File: src/rtl/gf2m_bus_adapter_pkg.sv
// gf2m_pkg: shared widths, word counts and FSM state encoding for the GF(2^m) bus adapter
package gf2m_pkg;
  localparam int DATA_WIDTH = 163;
  localparam int DIGITAL = 32;
  localparam int WORDS = (DATA_WIDTH + DIGITAL - 1) / DIGITAL;
  localparam int BWIDTH = (DATA_WIDTH / DIGITAL + 1) * DIGITAL;
  localparam int OP_WORDS = 3 * WORDS;
  localparam int TIMEOUT_CYCLES = 1024;
  typedef enum logic [2:0] {S_IDLE, S_LOAD, S_START, S_WAIT, S_UNLOAD, S_CLEAR} state_t;
endpackage

File: src/rtl/gf2m_bus_adapter_if.sv
// gf2m_bus_adapter_if: 32-bit operand-in / result-out stream handshake bundle
// slave: adapter side (accepts in_*, produces out_*); master: environment side
interface gf2m_bus_adapter_if;
  logic in_valid;
  logic in_ready;
  logic [31:0] in_data;
  logic out_valid;
  logic out_ready;
  logic [31:0] out_data;
  logic out_last;
  modport slave (input in_valid, in_data, out_ready, output in_ready, out_valid, out_data, out_last);
  modport master (output in_valid, in_data, out_ready, input in_ready, out_valid, out_data, out_last);
endinterface

File: src/rtl/gf2m_bus_adapter_packer.sv
// gf2m_word_packer: inserts a 32-bit word at word index idx into a DATA_WIDTH register
// ports: clk, rst (sync, active-high), clr (zero), wr_en + idx + data (insert), value (register)
// bits of a word that land above DATA_WIDTH are dropped by the width truncation of the shift
module gf2m_word_packer
  import gf2m_pkg::*;
(
  input  logic                  clk,
  input  logic                  rst,
  input  logic                  clr,
  input  logic                  wr_en,
  input  logic [2:0]            idx,
  input  logic [31:0]           data,
  output logic [DATA_WIDTH-1:0] value
);
  logic [DATA_WIDTH-1:0] value_q, value_d, mask, ins;
  logic [7:0] sh;
  always_comb begin
    sh = {idx, 5'd0};
    mask = DATA_WIDTH'(32'hFFFF_FFFF) << sh;
    ins = DATA_WIDTH'(data) << sh;
    value_d = clr ? '0 : wr_en ? ((value_q & ~mask) | ins) : value_q;
  end
  always_ff @(posedge clk) value_q <= rst ? '0 : value_d;
  assign value = value_q;
endmodule

File: src/rtl/gf2m_bus_adapter.sv
// gf2m_bus_adapter: packs 32-bit operand words for the GF(2^m) multiplier and streams the result back
// ports: clk, rst (sync, active-high), bus (stream interface, slave), core_* (multiplier side), err
// optional: GF2M_TIMEOUT_EN adds a WAIT watchdog that sets sticky err and abandons the operation
module gf2m_bus_adapter
  import gf2m_pkg::*;
(
  input  logic                  clk,
  input  logic                  rst,
  gf2m_bus_adapter_if.slave     bus,
  output logic                  core_rst_n,
  output logic                  core_start,
  output logic [DATA_WIDTH-1:0] core_a,
  output logic [DATA_WIDTH-1:0] core_g,
  output logic [BWIDTH-1:0]     core_b,
  input  logic [DATA_WIDTH-1:0] core_t,
  input  logic                  core_done,
  output logic                  err
);
  state_t state_q, state_d;
  logic [4:0] cnt_q, cnt_d;
  logic [DATA_WIDTH-1:0] res_q, res_d, b_val;
  logic core_rst_n_q, core_rst_n_d;
  logic in_fire, out_fire;
  logic [1:0] op;
  logic [2:0] idx;
`ifdef GF2M_TIMEOUT_EN
  logic [15:0] tmo_q, tmo_d;
  logic err_q, err_d;
`endif
  always_ff @(posedge clk) begin
    if (rst) begin
      state_q <= S_IDLE;
      cnt_q <= '0;
      res_q <= '0;
      core_rst_n_q <= 1'b0;
`ifdef GF2M_TIMEOUT_EN
      tmo_q <= '0;
      err_q <= 1'b0;
`endif
    end else begin
      state_q <= state_d;
      cnt_q <= cnt_d;
      res_q <= res_d;
      core_rst_n_q <= core_rst_n_d;
`ifdef GF2M_TIMEOUT_EN
      tmo_q <= tmo_d;
      err_q <= err_d;
`endif
    end
  end
  always_comb begin
    in_fire = bus.in_valid && state_q == S_LOAD;
    out_fire = bus.out_ready && state_q == S_UNLOAD;
    state_d = state_q;
    cnt_d = cnt_q;
    res_d = res_q;
`ifdef GF2M_TIMEOUT_EN
    err_d = err_q;
    tmo_d = state_q == S_WAIT ? tmo_q + 16'd1 : '0;
`endif
    case (state_q)
      S_IDLE: begin
        state_d = S_LOAD;
        cnt_d = '0;
      end
      S_LOAD: if (in_fire) begin
        cnt_d = cnt_q + 5'd1;
        if (cnt_q == 5'(OP_WORDS - 1)) state_d = S_START;
      end
      S_START: state_d = S_WAIT;
      S_WAIT: begin
        if (core_done) begin
          res_d = core_t;
          cnt_d = '0;
          state_d = S_UNLOAD;
        end
`ifdef GF2M_TIMEOUT_EN
        else if (tmo_q == 16'(TIMEOUT_CYCLES - 1)) begin
          err_d = 1'b1;
          state_d = S_CLEAR;
        end
`endif
      end
      S_UNLOAD: if (out_fire) begin
        cnt_d = cnt_q + 5'd1;
        if (cnt_q == 5'(WORDS - 1)) state_d = S_CLEAR;
      end
      S_CLEAR: state_d = S_IDLE;
      default: state_d = S_IDLE;
    endcase
    // registered so the core stays in reset for the whole rst window and exactly one CLEAR cycle
    core_rst_n_d = state_d != S_CLEAR;
  end
  always_comb begin
    op = cnt_q < 5'(WORDS) ? 2'd0 : cnt_q < 5'(2 * WORDS) ? 2'd1 : 2'd2;
    idx = 3'(cnt_q - (op == 2'd2 ? 5'(2 * WORDS) : op == 2'd1 ? 5'(WORDS) : 5'd0));
    bus.in_ready = state_q == S_LOAD;
    bus.out_valid = state_q == S_UNLOAD;
    bus.out_last = state_q == S_UNLOAD && cnt_q == 5'(WORDS - 1);
    bus.out_data = 32'(res_q >> {cnt_q[2:0], 5'd0});
    core_start = state_q == S_START;
    core_rst_n = core_rst_n_q;
  end
`ifdef GF2M_TIMEOUT_EN
  assign err = err_q;
`else
  assign err = 1'b0;
`endif
  gf2m_word_packer u_pack_a (.clk(clk), .rst(rst), .clr(state_q == S_CLEAR), .wr_en(in_fire && op == 2'd0), .idx(idx), .data(bus.in_data), .value(core_a));
  gf2m_word_packer u_pack_g (.clk(clk), .rst(rst), .clr(state_q == S_CLEAR), .wr_en(in_fire && op == 2'd1), .idx(idx), .data(bus.in_data), .value(core_g));
  gf2m_word_packer u_pack_b (.clk(clk), .rst(rst), .clr(state_q == S_CLEAR), .wr_en(in_fire && op == 2'd2), .idx(idx), .data(bus.in_data), .value(b_val));
  // the core consumes b MSB digit first, so the spare digit sits zeroed at the top
  assign core_b = BWIDTH'(b_val);
endmodule

File: src/flat_wrapper.sv
// flat-port wrapper written by rule: the top's interface ports become plain ports
module gf2m_bus_adapter_flat import gf2m_pkg::*;
  (clk, rst, core_rst_n, core_start, core_a, core_g, core_b, core_t, core_done, err, bus_in_valid, bus_in_data, bus_out_ready, bus_in_ready, bus_out_valid, bus_out_data, bus_out_last);
  gf2m_bus_adapter_if bus_i ();
  input  logic clk;
  input  logic rst;
  output logic core_rst_n;
  output logic core_start;
  output logic [DATA_WIDTH-1:0] core_a;
  output logic [DATA_WIDTH-1:0] core_g;
  output logic [BWIDTH-1:0] core_b;
  input  logic [DATA_WIDTH-1:0] core_t;
  input  logic core_done;
  output logic err;
  input wire logic [$bits(bus_i.in_valid)-1:0] bus_in_valid;
  input wire logic [$bits(bus_i.in_data)-1:0] bus_in_data;
  input wire logic [$bits(bus_i.out_ready)-1:0] bus_out_ready;
  output wire logic [$bits(bus_i.in_ready)-1:0] bus_in_ready;
  output wire logic [$bits(bus_i.out_valid)-1:0] bus_out_valid;
  output wire logic [$bits(bus_i.out_data)-1:0] bus_out_data;
  output wire logic [$bits(bus_i.out_last)-1:0] bus_out_last;
  assign bus_i.in_valid = bus_in_valid;
  assign bus_i.in_data = bus_in_data;
  assign bus_i.out_ready = bus_out_ready;
  assign bus_in_ready = bus_i.in_ready;
  assign bus_out_valid = bus_i.out_valid;
  assign bus_out_data = bus_i.out_data;
  assign bus_out_last = bus_i.out_last;
  gf2m_bus_adapter u_core (.clk(clk), .rst(rst), .bus(bus_i), .core_rst_n(core_rst_n), .core_start(core_start), .core_a(core_a), .core_g(core_g), .core_b(core_b), .core_t(core_t), .core_done(core_done), .err(err));
endmodule
File: config.mk
export PLATFORM = sky130hd
export DESIGN_NAME = gf2m_bus_adapter_flat
export DESIGN_NICKNAME = d
export VERILOG_FILES = /design/src/rtl/gf2m_bus_adapter_pkg.sv /design/src/rtl/gf2m_bus_adapter_if.sv /design/src/rtl/gf2m_bus_adapter_packer.sv /design/src/rtl/gf2m_bus_adapter.sv /design/src/flat_wrapper.sv
export SDC_FILE = /design/constraint.sdc
export NUM_CORES = 1
export LEC_CHECK = 0
export CAP_MARGIN = 5
export CORE_AREA = 5 5 293 295
export CTS_CLUSTER_SIZE = 14
export DETAILED_ROUTE_END_ITERATION = 7
export DIE_AREA = 0 0 298 300
export GPL_ROUTABILITY_DRIVEN = 0
export SYNTH_ARGS = -nofsm -noshare
export SYNTH_HDL_FRONTEND = slang
export SYNTH_HIERARCHICAL = 1
export SYNTH_SLANG_ARGS = --single-unit
File: constraint.sdc
create_clock -name clk -period 4 [get_ports clk]
set_clock_uncertainty 0.15 [all_clocks]
set_input_delay 0.8 -clock clk [delete_from_list [all_inputs] [get_ports clk]]
set_output_delay 0.8 -clock clk [all_outputs]
set_load 0.03 [all_outputs]
# [Word level (Yosys, flattened, before mapping)]
# Cells that the tools add are included.
# Widths: inputs -> output; s select.
[totals] ff_bits=661 out_inout_bits=556 elab_cells=60
[op_classes] add_sub_neg=2 magnitude_cmp=2 n_eq_ne=13 shifts=3 n_mux=14 bitwise_logic=7 n_reduce_logical=12
[op_table] op="$and 163x163->163" n=3
[op_table] op="$or 163x163->163" n=3
[op_table] op="$not 163->163" n=1
[op_table] op="$shl 32x8->163" n=1
[op_table] op="$shl 32x8->163 const A" n=1
[op_table] op="$shr 163x8->32" n=1
[op_table] op="$mux 3" n=7
[op_table] op="$pmux 5 s4" n=1
[op_table] op="$mux 5" n=3
[op_table] op="$pmux 3 s5" n=1
[op_table] op="$eq 3x2->1 const B" n=2
[op_table] op="$eq 3x3->1 const B" n=2
[op_table] op="$logic_and 1x1->1" n=6
[op_table] op="$add 5x1->5 const B" n=1
[op_table] op="$eq 5x3->1 const B" n=1
[op_table] op="$eq 5x5->1 const B" n=1
[op_table] op="$lt 5x3->1 const B" n=1
[op_table] op="$lt 5x4->1 const B" n=1
[op_table] op="$mux 2" n=2
[op_table] op="$ne 2x1->1 const B" n=2
[op_table] op="$reduce_and 4->1" n=1
[op_table] op="$reduce_bool 4->1" n=1
[op_table] op="$eq 3x1->1 const B" n=1
[op_table] op="$logic_not 3->1" n=1
[op_table] op="other kinds (8)" n=8

# [Longest topological paths before layout]
# Gate-level depths: netlist of run 1.
[depth] depth_word=11 ltp_mapped=11

# [Hierarchy]
# Netlist of run 1, hierarchy kept.
[modules_own_cells] mod="gf2m_word_packer" n_inst=3 cells_each=594 area_per_inst_um2=7009.2 seq_area_each_um2=3263.1
[modules_own_cells] mod="gf2m_bus_adapter" n_inst=1 cells_each=958 area_per_inst_um2=7691.1 seq_area_each_um2=3443.3

# [Worst setup path after synthesis of run 1]
# OpenSTA, ideal clock, no wires.
[synth_path] path_type="flip-flop to flip-flop" start="register u_core.cnt_q[1]" end="register u_core.u_pack_a.value_q[136], in the netlist u_core/u_pack_a/value[136]" setup_time_ns=0.072 arrival_time_ns=2.881 setup_slack_ns=0.898 path_stages_with_launch=12 path_buffers=4 path_cell_list="dfxtp_1 buf_2 buf_2 nand2_1 mux2_2 nor2_1 ha_1 xor2_1 and4bb_2 buf_2 buf_4 mux2i_1"
[synth_via] elab_chain_cells=11 elab_cells_between_ends=16 classes_between="add/sub (1); order compare (2); eq/ne (2); shift (2); mux (4); bitwise (3); reduce/logical (2)"
[synth_lines] element="start, declared" line="gf2m_bus_adapter.sv:20" text="logic [4:0] cnt_q, cnt_d;"
[synth_lines] element="start signal, assigned" line="gf2m_bus_adapter.sv:42" text="cnt_q <= cnt_d;"
[synth_lines] element="$lt 5x4->1" line="gf2m_bus_adapter.sv:95" text="op = cnt_q < 5'(WORDS) ? 2'd0 : cnt_q < 5'(2 * WORDS) ? 2'd1 : 2'd2;"
[synth_lines] element="$mux 2 (2 in a row)" line="gf2m_bus_adapter.sv:95"
[synth_lines] element="$eq 2x1->1" line="gf2m_bus_adapter.sv:96" text="idx = 3'(cnt_q - (op == 2'd2 ? 5'(2 * WORDS) : op == 2'd1 ? 5'(WORDS) : 5'd0));"
[synth_lines] element="$mux 3 (2 in a row)" line="gf2m_bus_adapter.sv:96"
[synth_lines] element="$sub 3x3->3 *" line="gf2m_bus_adapter.sv:96"
[synth_lines] element="named net u_core.idx[2]" line="gf2m_bus_adapter.sv:25" text="logic [2:0] idx;"
[synth_lines] element="$shl 32x8->163" line="gf2m_bus_adapter_packer.sv:19" text="mask = DATA_WIDTH'(32'hFFFF_FFFF) << sh;"
[synth_lines] element="$not 163->163" line="gf2m_bus_adapter_packer.sv:21" text="value_d = clr ? '0 : wr_en ? ((value_q & ~mask) | ins) : value_q;"
[synth_lines] element="$and 163x163->163" line="gf2m_bus_adapter_packer.sv:21"
[synth_lines] element="$or 163x163->163 *" line="gf2m_bus_adapter_packer.sv:21"
[synth_lines] element="end signal, assigned" line="gf2m_bus_adapter_packer.sv:23" text="always_ff @(posedge clk) value_q <= rst ? '0 : value_d;"
[synth_lines] element="end, declared" line="gf2m_bus_adapter_packer.sv:15" text="logic [DATA_WIDTH-1:0] value_q, value_d, mask, ins;"
# Mark *: on every way through the listed nets, which the timed path passes. The rest lies on a longest branch.
# A chain may end at the register's enable or synchronous reset.

# [Worst setup path in the final report of run 1]
[layout_path] start="register u_core.cnt_q[1]" end="output port bus_out_data[2]"
[layout_via] elab_chain_cells=1
[layout_lines] element="$shr 163x8->32" line="gf2m_bus_adapter.sv:100" text="bus.out_data = 32'(res_q >> {cnt_q[2:0], 5'd0});"
[layout_lines] element="end, declared" line="flat_wrapper.sv:20" text="output wire logic [$bits(bus_i.out_data)-1:0] bus_out_data;"
# Every way passes these cells.

==> flow_summary_export.csv, run 1 <==
group,metric,value,unit
timing,period_needed,3.761,ns
global_routing,grt-ovfl-total,0,
drt,via_count,22270,
clock_tree,postCtsSetupBuffers,0,
final_layout,fin_area,0.03910,mm²
drt,detail_route.wl_per_cell,24.28,µm
worst_setup_path,critPathMaxFanout,35,
synthesis,yosysWarningCount,6,
clock_tree,cts_tree,"built",
clock_tree,cts_buffer_depth,3,
placed_design,dp.final_hpwl,77110,µm
global_routing,grt_max_degree,164,
synthesis,synth-seq-cells,661,
clock_tree,h-tree-depth,3,
floorplan,num_rows,106,
synthesis,ys_types,40,
floorplan,core,0.08289,mm²
timing,fin_setup_tns,0,ns
outcome,status,"completed",
drt,wl_met2,51820,µm
clock_tree,cts_resized,0,
clock_tree,clk_latency,0.63,ns
drt,met3RoutedLength,7633,µm
final_layout,syn_to_final_growth,36.16,%
drt,met1Wirelength,45840,µm
drt,antenna_left,0,
power_and_ir_drop,p_leak,15.76,nW
global_routing,grt_usage,22.71,%
final_layout,drive_above_1_share,24.77,%
drt,first_pass_iters,5,
placed_design,pre_cts_ws,0.6339,ns
timing,slew_headroom,48.11,%
clock_tree,clockRootBuffer,"clkbuf_16",
clock_tree,cts_hold_buf,0,
floorplan,initial_core_util,34.65,%
worst_setup_path,critical_path_arrival,2.81,ns
power_and_ir_drop,power,14.44,mW
placed_design,placed_cell_area,0.03658,mm²
placed_design,portBuffers,725,
synthesis,synth_area,0.02872,mm²
global_routing,grt_pass1_vias,21650,
final_layout,final_cell_mix,"clkdlybuf4s50_1 (695), dfxtp_1 (659), or3b_2 (585)",
final_layout,fillers,7765,
floorplan,ios,756,
floorplan,die_y,300,µm
worst_setup_path,path_class,"reg -> out",
timing,tightestPinTransition,0.7783,ns
synthesis,syn_area_per_cell,10.48,µm²
timing,final-hold-violation-count,0,
synthesis,synth-seq-area-share,46.08,%
run,cap_viol_max_count,0,
clock_tree,numCtsBuffers,76,
drt,drtIter0Drc,1358,
power_and_ir_drop,power_density,369.4,mW/mm²
global_routing,grt_pass1_wl,154400,µm
floorplan,dieArea,0.08940,mm²
timing,finalSetupViolations,0,
final_layout,mostFrequentLayoutCell,"clkdlybuf4s50_1",
drt,wirelength,108300,µm
min_path,hp-class,"reg -> reg",
clock_tree,path_clk_slew,0.06,ns
final_layout,nNetsFinal,3526,
synthesis,syn_inst,2740,
timing,grt_setup_unrepaired,"no",
power_and_ir_drop,ir_drop,303.4,µV
worst_setup_path,cp-end-kind,"output pin",
drt,drc_errors,0,
global_routing,antenna_found_initial,17,
worst_setup_path,crit_path_start_kind,"register",
worst_setup_path,cp.required,3.05,ns
clock_tree,clock-sinks,661,
timing,fin_crit_sh,94.01,%
drt,vias_per_cell,4.989,
floorplan,chipWidth,298,µm
timing,fmaxAchievable,265.9,MHz
final_layout,fin_util,47.17,%
timing,slew_viol_final,0,
timing,layout_setup_ws,0.2394,ns
drt,top_layer,"met5",
power by group:
group	internal [mW]	leakage, nW	switching, mW
sequential	6.61	5.33	0.0217
clock	4.02	1.23	2.96
combinational	0.347	9.21	0.485
total	11.0	15.8	3.47
sequential cells by signal, summed over array words and instances, names as in the netlist:
name and flops:
u_core/core_rst_n 1, u_core/res_q 163, u_core/u_pack_g/value 163, u_core/state_q 3, u_core/u_pack_a/value 163, u_core/u_pack_b/value 163
u_core/cnt_q 5
worst max-delay path, cell delays in order, from the launching register on:
cell and delay [ns]:
dfxtp_2 0.35, buf_4 0.48, mux4_2 0.32, inv_1 0.04, o22ai_1 0.18, clkdlybuf4s50_1 0.79
final cells by class:
class                           count  area, µm²  area share, %
Multi-Input combinational cell   1775      13980          35.74
Sequential cell                   661      13240          33.85
Timing Repair Buffer              774       7883          20.16
Clock buffer                      104       2157          5.516
Tap cell                         1080       1351          3.456
Clock inverter                     26      346.6         0.8863
Inverter                           35      131.4         0.3360
Antenna cell                        8      20.02        0.05120
per-stage QoR:
stage | instances | hold slack, ns
after floorplan | 2769 | 0.2831
after global placement | 4325 | 0.2905
after detailed placement | 4325 | 0.2936
after CTS | 4455 | 0.3025
after global routing | 4461 | 0.3172
final | 4463 | 0.3014
cell usage after synthesis:
cell type,count,share of area (%)
dfxtp_1,661,46
or3b_2,585,18
mux2i_1,496,17
nand2_1,364,4.8
a21oi_1,169,2.9
clkbuf_1,157,2.1
buf_2,55,0.96
buf_4,48,1.3
inv_1,35,0.46
mux4_2,32,2.5
o21ai_0,30,0.52
buf_1,16,0.21
buf_6,13,0.51
nor2_1,11,0.14
buf_12,9,0.63
nand2b_1,6,0.13
nand4b_1,6,0.18
nand4bb_1,6,0.24
and4b_1,4,0.14
and4bb_2,3,0.13
ha_1,3,0.13
o22ai_1,3,0.065
or4b_1,3,0.10
or4bb_1,3,0.12
and3_1,2,0.044
and4_1,2,0.061
nand3_1,2,0.035
nand4_1,2,0.044
nor3_1,2,0.035
o21a_1,2,0.052
a211oi_4,1,0.070
a21boi_0,1,0.026
a21oi_2,1,0.031
a221oi_1,1,0.031
a2bb2oi_1,1,0.031
conb_1,1,0.013
mux2_2,1,0.039
nor3b_1,1,0.026
nor3b_2,1,0.044
xor2_1,1,0.031
cell families (layout without fill, tap and decap cells):
group	after synthesis	in the layout	synth area share, %
xor+xnor	1	1	0.03050
fa+ha+maj	3	3	0.1307
mux	529	529	19.84
other cells	1	38	0.01306
compound gates	209	209	3.773
flops	661	661	46.08
simple gates	1003	1003	24.07
buf+inv	333	939	6.069
metal layers:
metal / track usage, % / vias to the layer above
met3: 6.188 / 136
met2: 37.93 / 699
met5: 0 / -
met4: 6.643 / 4
met1: 28.91 / 10790
li1: - / 10640
final timing paths:
check | from | endpoint | slack (ns) | cells past startpoint
setup / recovery | u_core/cnt_q[1] | bus_out_data[2] | 0.24 | 5
hold reg to reg | u_core/res_q[47] | u_core/res_q[47] | 0.30 | 2
setup reg to reg | u_core/cnt_q[3] | u_core/u_pack_g/value[50] | 0.90 | 8
hold / removal | u_core/res_q[47] | u_core/res_q[47] | 0.30 | 2
Note: power is estimated with default switching activity, not from simulation.
==> inputs of run 2 (changes only) <==
--- a/config.mk
+++ b/config.mk
@@ -13,5 +13,4 @@
 export GPL_ROUTABILITY_DRIVEN = 0
 export SYNTH_ARGS = -nofsm -noshare
 export SYNTH_HDL_FRONTEND = slang
-export SYNTH_HIERARCHICAL = 1
 export SYNTH_SLANG_ARGS = --single-unit
==> constraint.sdc (replaced) <==
create_clock -name clk -period 3.63 [get_ports clk]
set_clock_uncertainty 0.15 [all_clocks]
set_input_delay 0.726 -clock clk [delete_from_list [all_inputs] [get_ports clk]]
set_output_delay 0.726 -clock clk [all_outputs]
set_load 0.03 [all_outputs]
==> flow_summary_export.csv, run 2 <==
group,metric,value,unit
global_routing,grt-ovfl-total,0,
global_routing,grt_pass1_wl,144500,µm
power_and_ir_drop,power_frac_comb,5.3,%
floorplan,num_rows,106,
worst_setup_path,critPathMaxFanout,29,
timing,fmaxAchievable,283.7,MHz
drt,via_count,20940,
timing,slew_viol_final,0,
clock_tree,h-tree-depth,3,
synthesis,synth_top_area_share,52.08,%
worst_setup_path,cp.required,2.75,ns
worst_setup_path,path_class,"reg -> out",
synthesis,synth_top_family_by_area,"multiplexers",
worst_setup_path,crit_path_start_kind,"register",
drt,vias_per_cell,4.686,
power_and_ir_drop,p_clk_share,48.8,%
power_and_ir_drop,ir_drop,309.3,µV
final_layout,drive_above_1_share,7.470,%
drt,wirelength,101900,µm
clock_tree,numCtsBuffers,75,
floorplan,ios,756,
final_layout,syn_to_final_growth,43.00,%
synthesis,synth.area.mux_share,21.97,%
power_and_ir_drop,swShare,23.60,%
synthesis,syn_area_per_cell,9.514,µm²
placed_design,dp.final_hpwl,72070,µm
synthesis,synthTopCellsByArea,"dfxtp_1 (52%), mux2i_1 (22%), nand2_1 (13%)",
power_and_ir_drop,pwr-share-seq,45.9,%
synthesis,synth_compound_area_share,6.061,%
min_path,hp-class,"reg -> reg",
timing,fin_crit_sh,97.09,%
clock_tree,clockRootBuffer,"clkbuf_16",
clock_tree,path_clk_slew,0.06,ns
timing,grt_setup_unrepaired,"no",
synthesis,synth_area,0.02541,mm²
synthesis,ys_async_sr_fraction,0,%
placed_design,portBuffers,725,
clock_tree,cts_hold_buf,0,
synthesis,synth-seq-area-share,52.08,%
power_and_ir_drop,power_density,438.1,mW/mm²
timing,final-hold-violation-count,0,
clock_tree,cts_tree,"built",
floorplan,die_y,300,µm
final_layout,fin_area,0.03634,mm²
final_layout,mostFrequentLayoutCell,"nand2_1",
synthesis,synthSimpleGateAreaFrac,14.55,%
power_and_ir_drop,p_leak,15.92,nW
synthesis,syn_inst,2671,
synthesis,synth_most_common_cell,"nand2_1",
placed_design,placed_cell_area,0.03372,mm²
timing,period_needed,3.524,ns
drt,detail_route.wl_per_cell,22.80,µm
synthesis,synthXorXnorAreaFrac,0.03447,%
drt,drc_errors,0,
timing,tightestPinTransition,1.132,ns
drt,first_pass_iters,4,
clock_tree,clk_latency,0.61,ns
timing,slew_headroom,24.23,%
drt,antenna_left,0,
floorplan,dieArea,0.08940,mm²
final_layout,final_cell_mix,"nand2_1 (851), clkdlybuf4s50_1 (699), dfxtp_1 (657)",
synthesis,yosys.area_share.adder,0.1477,%
floorplan,initial_core_util,30.66,%
global_routing,grt_usage,21.52,%
worst_setup_path,cp-end-kind,"output pin",
run,cap_viol_max_count,0,
power_and_ir_drop,power,15.92,mW
power_and_ir_drop,p_int,12.16,mW
power_and_ir_drop,power_switching,3.757,mW
synthesis,synth_top_area_cell,"dfxtp_1",
synthesis,synthFlopType,"dfxtp_1",
clock_tree,clock-sinks,661,
clock_tree,cts_buffer_depth,3,
timing,hold-worst-slack,0.3014,ns
global_routing,antenna_found_initial,8,
synthesis,ys_types,54,
outcome,status,"completed",
final_layout,nNetsFinal,3533,
worst_setup_path,critical_path_arrival,2.65,ns
synthesis,yosysWarningCount,0,
drt,drtIter0Drc,1116,
global_routing,grt_max_degree,173,
synthesis,synth-seq-cells,661,
timing,finalSetupViolations,0,
timing,fin_setup_tns,0,ns
synthesis,synth_edf_count,0,
floorplan,chipWidth,298,µm
global_routing,grt_pass1_vias,20310,
floorplan,core,0.08289,mm²
synthesis,synthTopCellsByCount,"nand2_1 (852), dfxtp_1 (661), mux2i_1 (551), a21oi_1 (198), clkbuf_1 (152)",
run 2: final timing paths:
path / cells after the start / slack (ns) / startpoint / end
hold reg to reg: 2 / 0.30 / u_core.res_q[80] / u_core.res_q[80]
setup reg to reg: 8 / 0.46 / u_core.cnt_q[3] / u_core.u_pack_b.value[92]
setup / recovery: 6 / 0.11 / u_core.cnt_q[2] / bus_out_data[12]
hold / removal: 2 / 0.30 / u_core.res_q[80] / u_core.res_q[80]
run 2: power groups by stage:
stage	logic, mW	registers, mW	clock network (mW)
floorplan	0.343	7.51	0
global placement	0.854	7.46	0
detailed placement	0.852	7.47	0
CTS	0.860	7.30	7.95
global route	0.893	7.30	8.26
finish	0.851	7.30	7.77
run 2: cell type report:
class | count | area, µm²
inverter | 5 | 18.77
tap | 1080 | 1351
clock buffer | 108 | 2232
sequential | 661 | 13250
fill | 8131 | 46560
antenna | 1 | 2.502
multi-input combinational | 1784 | 11070
clock inverter | 26 | 335.3
timing repair buffer | 803 | 8082
run 2: critical path: stages (launching register included):
cell and delay (ns):
dfxtp_4 0.44, buf_4 0.22, nor2b_2 0.13, buf_6 0.27
a21oi_1 0.12, o22ai_1 0.14, clkdlybuf4s50_1 0.71
run 2: kinds of logic (layout without fill, tap and decap cells):
logic type                 Yosys count  in the layout
adders and majority gates            3              3
xor gates and xnor gates             1              1
DFF                                661            661
and+or+nand+nor                    936            936
muxes                              554            554
other                                1             31
buffers and inverters              255            942
AOI/OAI and AO/OA                  260            260
run 2: what timing repair did:
item                       4_1_cts  5_1_grt
cloned                           0        0
setup endpoints to repair       20       13
setup buffers                    1        0
pin swaps                        0        0
resized for setup               11        9
run 2: stage by stage:
stage                     utilization (%)  setup slack [ns]  instances
after global routing                43.83          0.002379       4467
after floorplan                         -            0.6818       2700
after CTS                           43.81          0.005754       4467
after detailed placement            40.68            0.3797       4332
after global placement              40.68            0.4148       4332
final                               43.84            0.1055       4468
run 2: routing by layer:
metal | part of all wire, % | GRT usage, % | up-vias
met5 | 0.062 | 0 | -
met1 | 39 | 24.88 | 9941
met3 | 7.6 | 6.275 | 162
met4 | 4.0 | 8.083 | 8
li1 | - | - | 10120
met2 | 49 | 37.80 | 712
==> RTL change: new RTL, config.mk and constraints of run 2 <==
Build with the macro `GF2M_TIMEOUT_EN` defined.
--- a/src/rtl/gf2m_bus_adapter.sv
+++ b/src/rtl/gf2m_bus_adapter.sv
@@ -2,4 +2,6 @@
 // ports: clk, rst (sync, active-high), bus (stream interface, slave), core_* (multiplier side), err
 // optional: GF2M_TIMEOUT_EN adds a WAIT watchdog that sets sticky err and abandons the operation
+`define GF2M_TIMEOUT_EN
+
 module gf2m_bus_adapter
   import gf2m_pkg::*;
Check against the original RTL: same outputs for any inputs over 4 cycles, from zero or initial values and one cycle with rst high; that may be too few to reach the edited logic, so the function may still have changed.
==> RTL change against run 2 <==
- wire length increased by 2.7%
- sequential cell count is 17 higher
- largest cell class unchanged
- clock power rose by 5.0%
- design area grew 2.5%
- total power increased by 3.9%
- critical endpoint is now bus_out_data[16]
- sequential power up 3%
- largest power group unchanged
- synthesized area increased by 1.1%
- via count grew 3.7%
- critical path type unchanged
- setup slack lost 11 ps
==> RTL change: results (changes against run 2) <==
Worst setup path
  • Crit path max-delay family: buffers and inverters
  • Critical path's largest stage delay: 620 ps (-90 ps)
  • Critical Path AT: 2660 ps (about the same)
  • Max FO, Critical Path: 20 (-31%)
  • Critical path's slowest cell: clkdlybuf4s50_1

Clock network
  • Post-CTS setup buffers: 0 (-1)
  • H-tree Lvls: 3 (unchanged)
  • TritonCTS Buffers: 78 (+4.0%)
  • Register clock-pin slew on the reported worst setup and hold paths: 50 ps
  • CTS Root Cell: clkbuf_16
  • CTS Buffer Depth: 3 (unchanged)
  • CTS resizes: 18 (+7)

Finish
  • Antenna cells: 0 (-1)
  • Layout cell share with drive strength beyond 1: 0.08099 (+0.006292)
  • Nets@finish: 3,664 (+3.7%)
  • Fill cell count: 8,024 (-1.3%)
  • Design Area, Final: 37,250 sq um (+2.5%)

Routing
  • DR WL/cell: 22.74 microns (-0.26%)
  • Final wirelength: 104.6 mm (+2.7%)
  • Routed length on met2: 51.93 mm (+4.3%)
  • Metal3 WL: 8.137 mm (+5.6%)
  • Met1 Wirelength: 41.46 mm (+3.0%)
  • DRT Pass-1 Iters: 5 (+1)
  • Via count: 21,720 (+3.7%)
  • Highest Signal Layer: met5
  • Detailed router's first-iteration violation count: 1,232 (+10%)

Synthesis
  • Synth area leaders: dfxtp_1 (53%), mux2i_1 (18%), nand2_1 (11%)
  • Yosys top cell by area: dfxtp_1
  • Distinct cells, synth: 68 (+26%)
  • Most frequent cells after synthesis: nand2_1 (759), dfxtp_1 (678), mux2i_1 (456), a21oi_1 (204), clkbuf_1 (175)
  • Synth Area in Compound Gates: 0.07835 (+0.01774)
  • Adder-cell share of the synthesized area: 0.001949 (+0.0004719)
  • Post-synthesis cell count: 2,782 (+4.2%)
  • Synth Area in XOR/XNOR: 0.004093 (+0.003748)
  • Seq/Total Area, Yosys: 0.5286 (+0.007823)
  • Mux contribution to synthesized area: 0.1804 (-0.03932)

Global routing
  • Total GRT Usage: 0.2216 (+0.006332)
  • Initial antenna violation count: 1 (-7)
  • Met3 Resource Use GR: 0.06961 (+0.006860)
  • Grt met2 use: 0.3958 (+0.01783)
  • First-pass GRT wire length: 149.3 mm (+3.4%)
  • GRT met1 Usage: 0.2549 (+0.006122)
  • Pin count of the biggest net entering global routing: 177 (+2.3%)
  • Number of global-route vias before repair: 21,020 (+3.5%)

Pwr
  • Leak: 15.25 nW (-4.2%)
  • Max VDD drop: 0.0003405 V (+10%)
  • Pwr/cell area: 443.9 nW/um^2 (+1.3%)
  • Switching Fraction: 0.2323 (-0.003702)
  • Combinational Power: 0.000886 W (+4.1%)
  • Sequential power: 0.00749 W (+3%)

Place
  • DP Area: 34,530 sq um (+2.4%)
  • DP Worst Slack: 153.8 ps (-226.0 ps)
  • Final HPWL DP: 75.59 mm (+4.9%)
  • IO buf count: 726 (+0.14%)
  • Placed Cells: 4,460 (+3.0%)

Worst hold path
  • Hold/Removal Path Class: flip-flop to flip-flop

STA
  • Worst slew pin tran: 1023 ps (-109.4 ps)

Outcome
  • Outcome: completed
-- RTL change: area by class of cell --
class / count / area share
clock buffers: 111 / 0.06060
clock inverters: 28 / 0.01155
inverters: 12 / 0.001209
multi-input cells: 1856 / 0.2996
flip-flops and latches: 678 / 0.3646
well taps: 1080 / 0.03628
repair buffers: 834 / 0.2262
-- RTL change: worst paths after layout --
check / endpoint / slack, ps / depth (start not counted) / start
worst min-delay path: u_core.res_q[25]$_SDFFE_PP0P_ / 300 / 2 / u_core.res_q[25]$_SDFFE_PP0P_
worst min register to register: u_core.res_q[25]$_SDFFE_PP0P_ / 300 / 2 / u_core.res_q[25]$_SDFFE_PP0P_
worst max register to register: u_core.u_pack_b.value[92]$_SDFFE_PP0P_ / 380 / 8 / u_core.cnt_q[1]$_SDFFE_PP0P_
worst max-delay path: bus_out_data[16] / 90 / 6 / u_core.cnt_q[2]$_SDFFE_PP0P_
-- RTL change: tightest hold or removal path, stage by stage (launching register included) --
cell,delay (ps)
dfxtp_1,300
nand2_1,50
a21oi_1,50
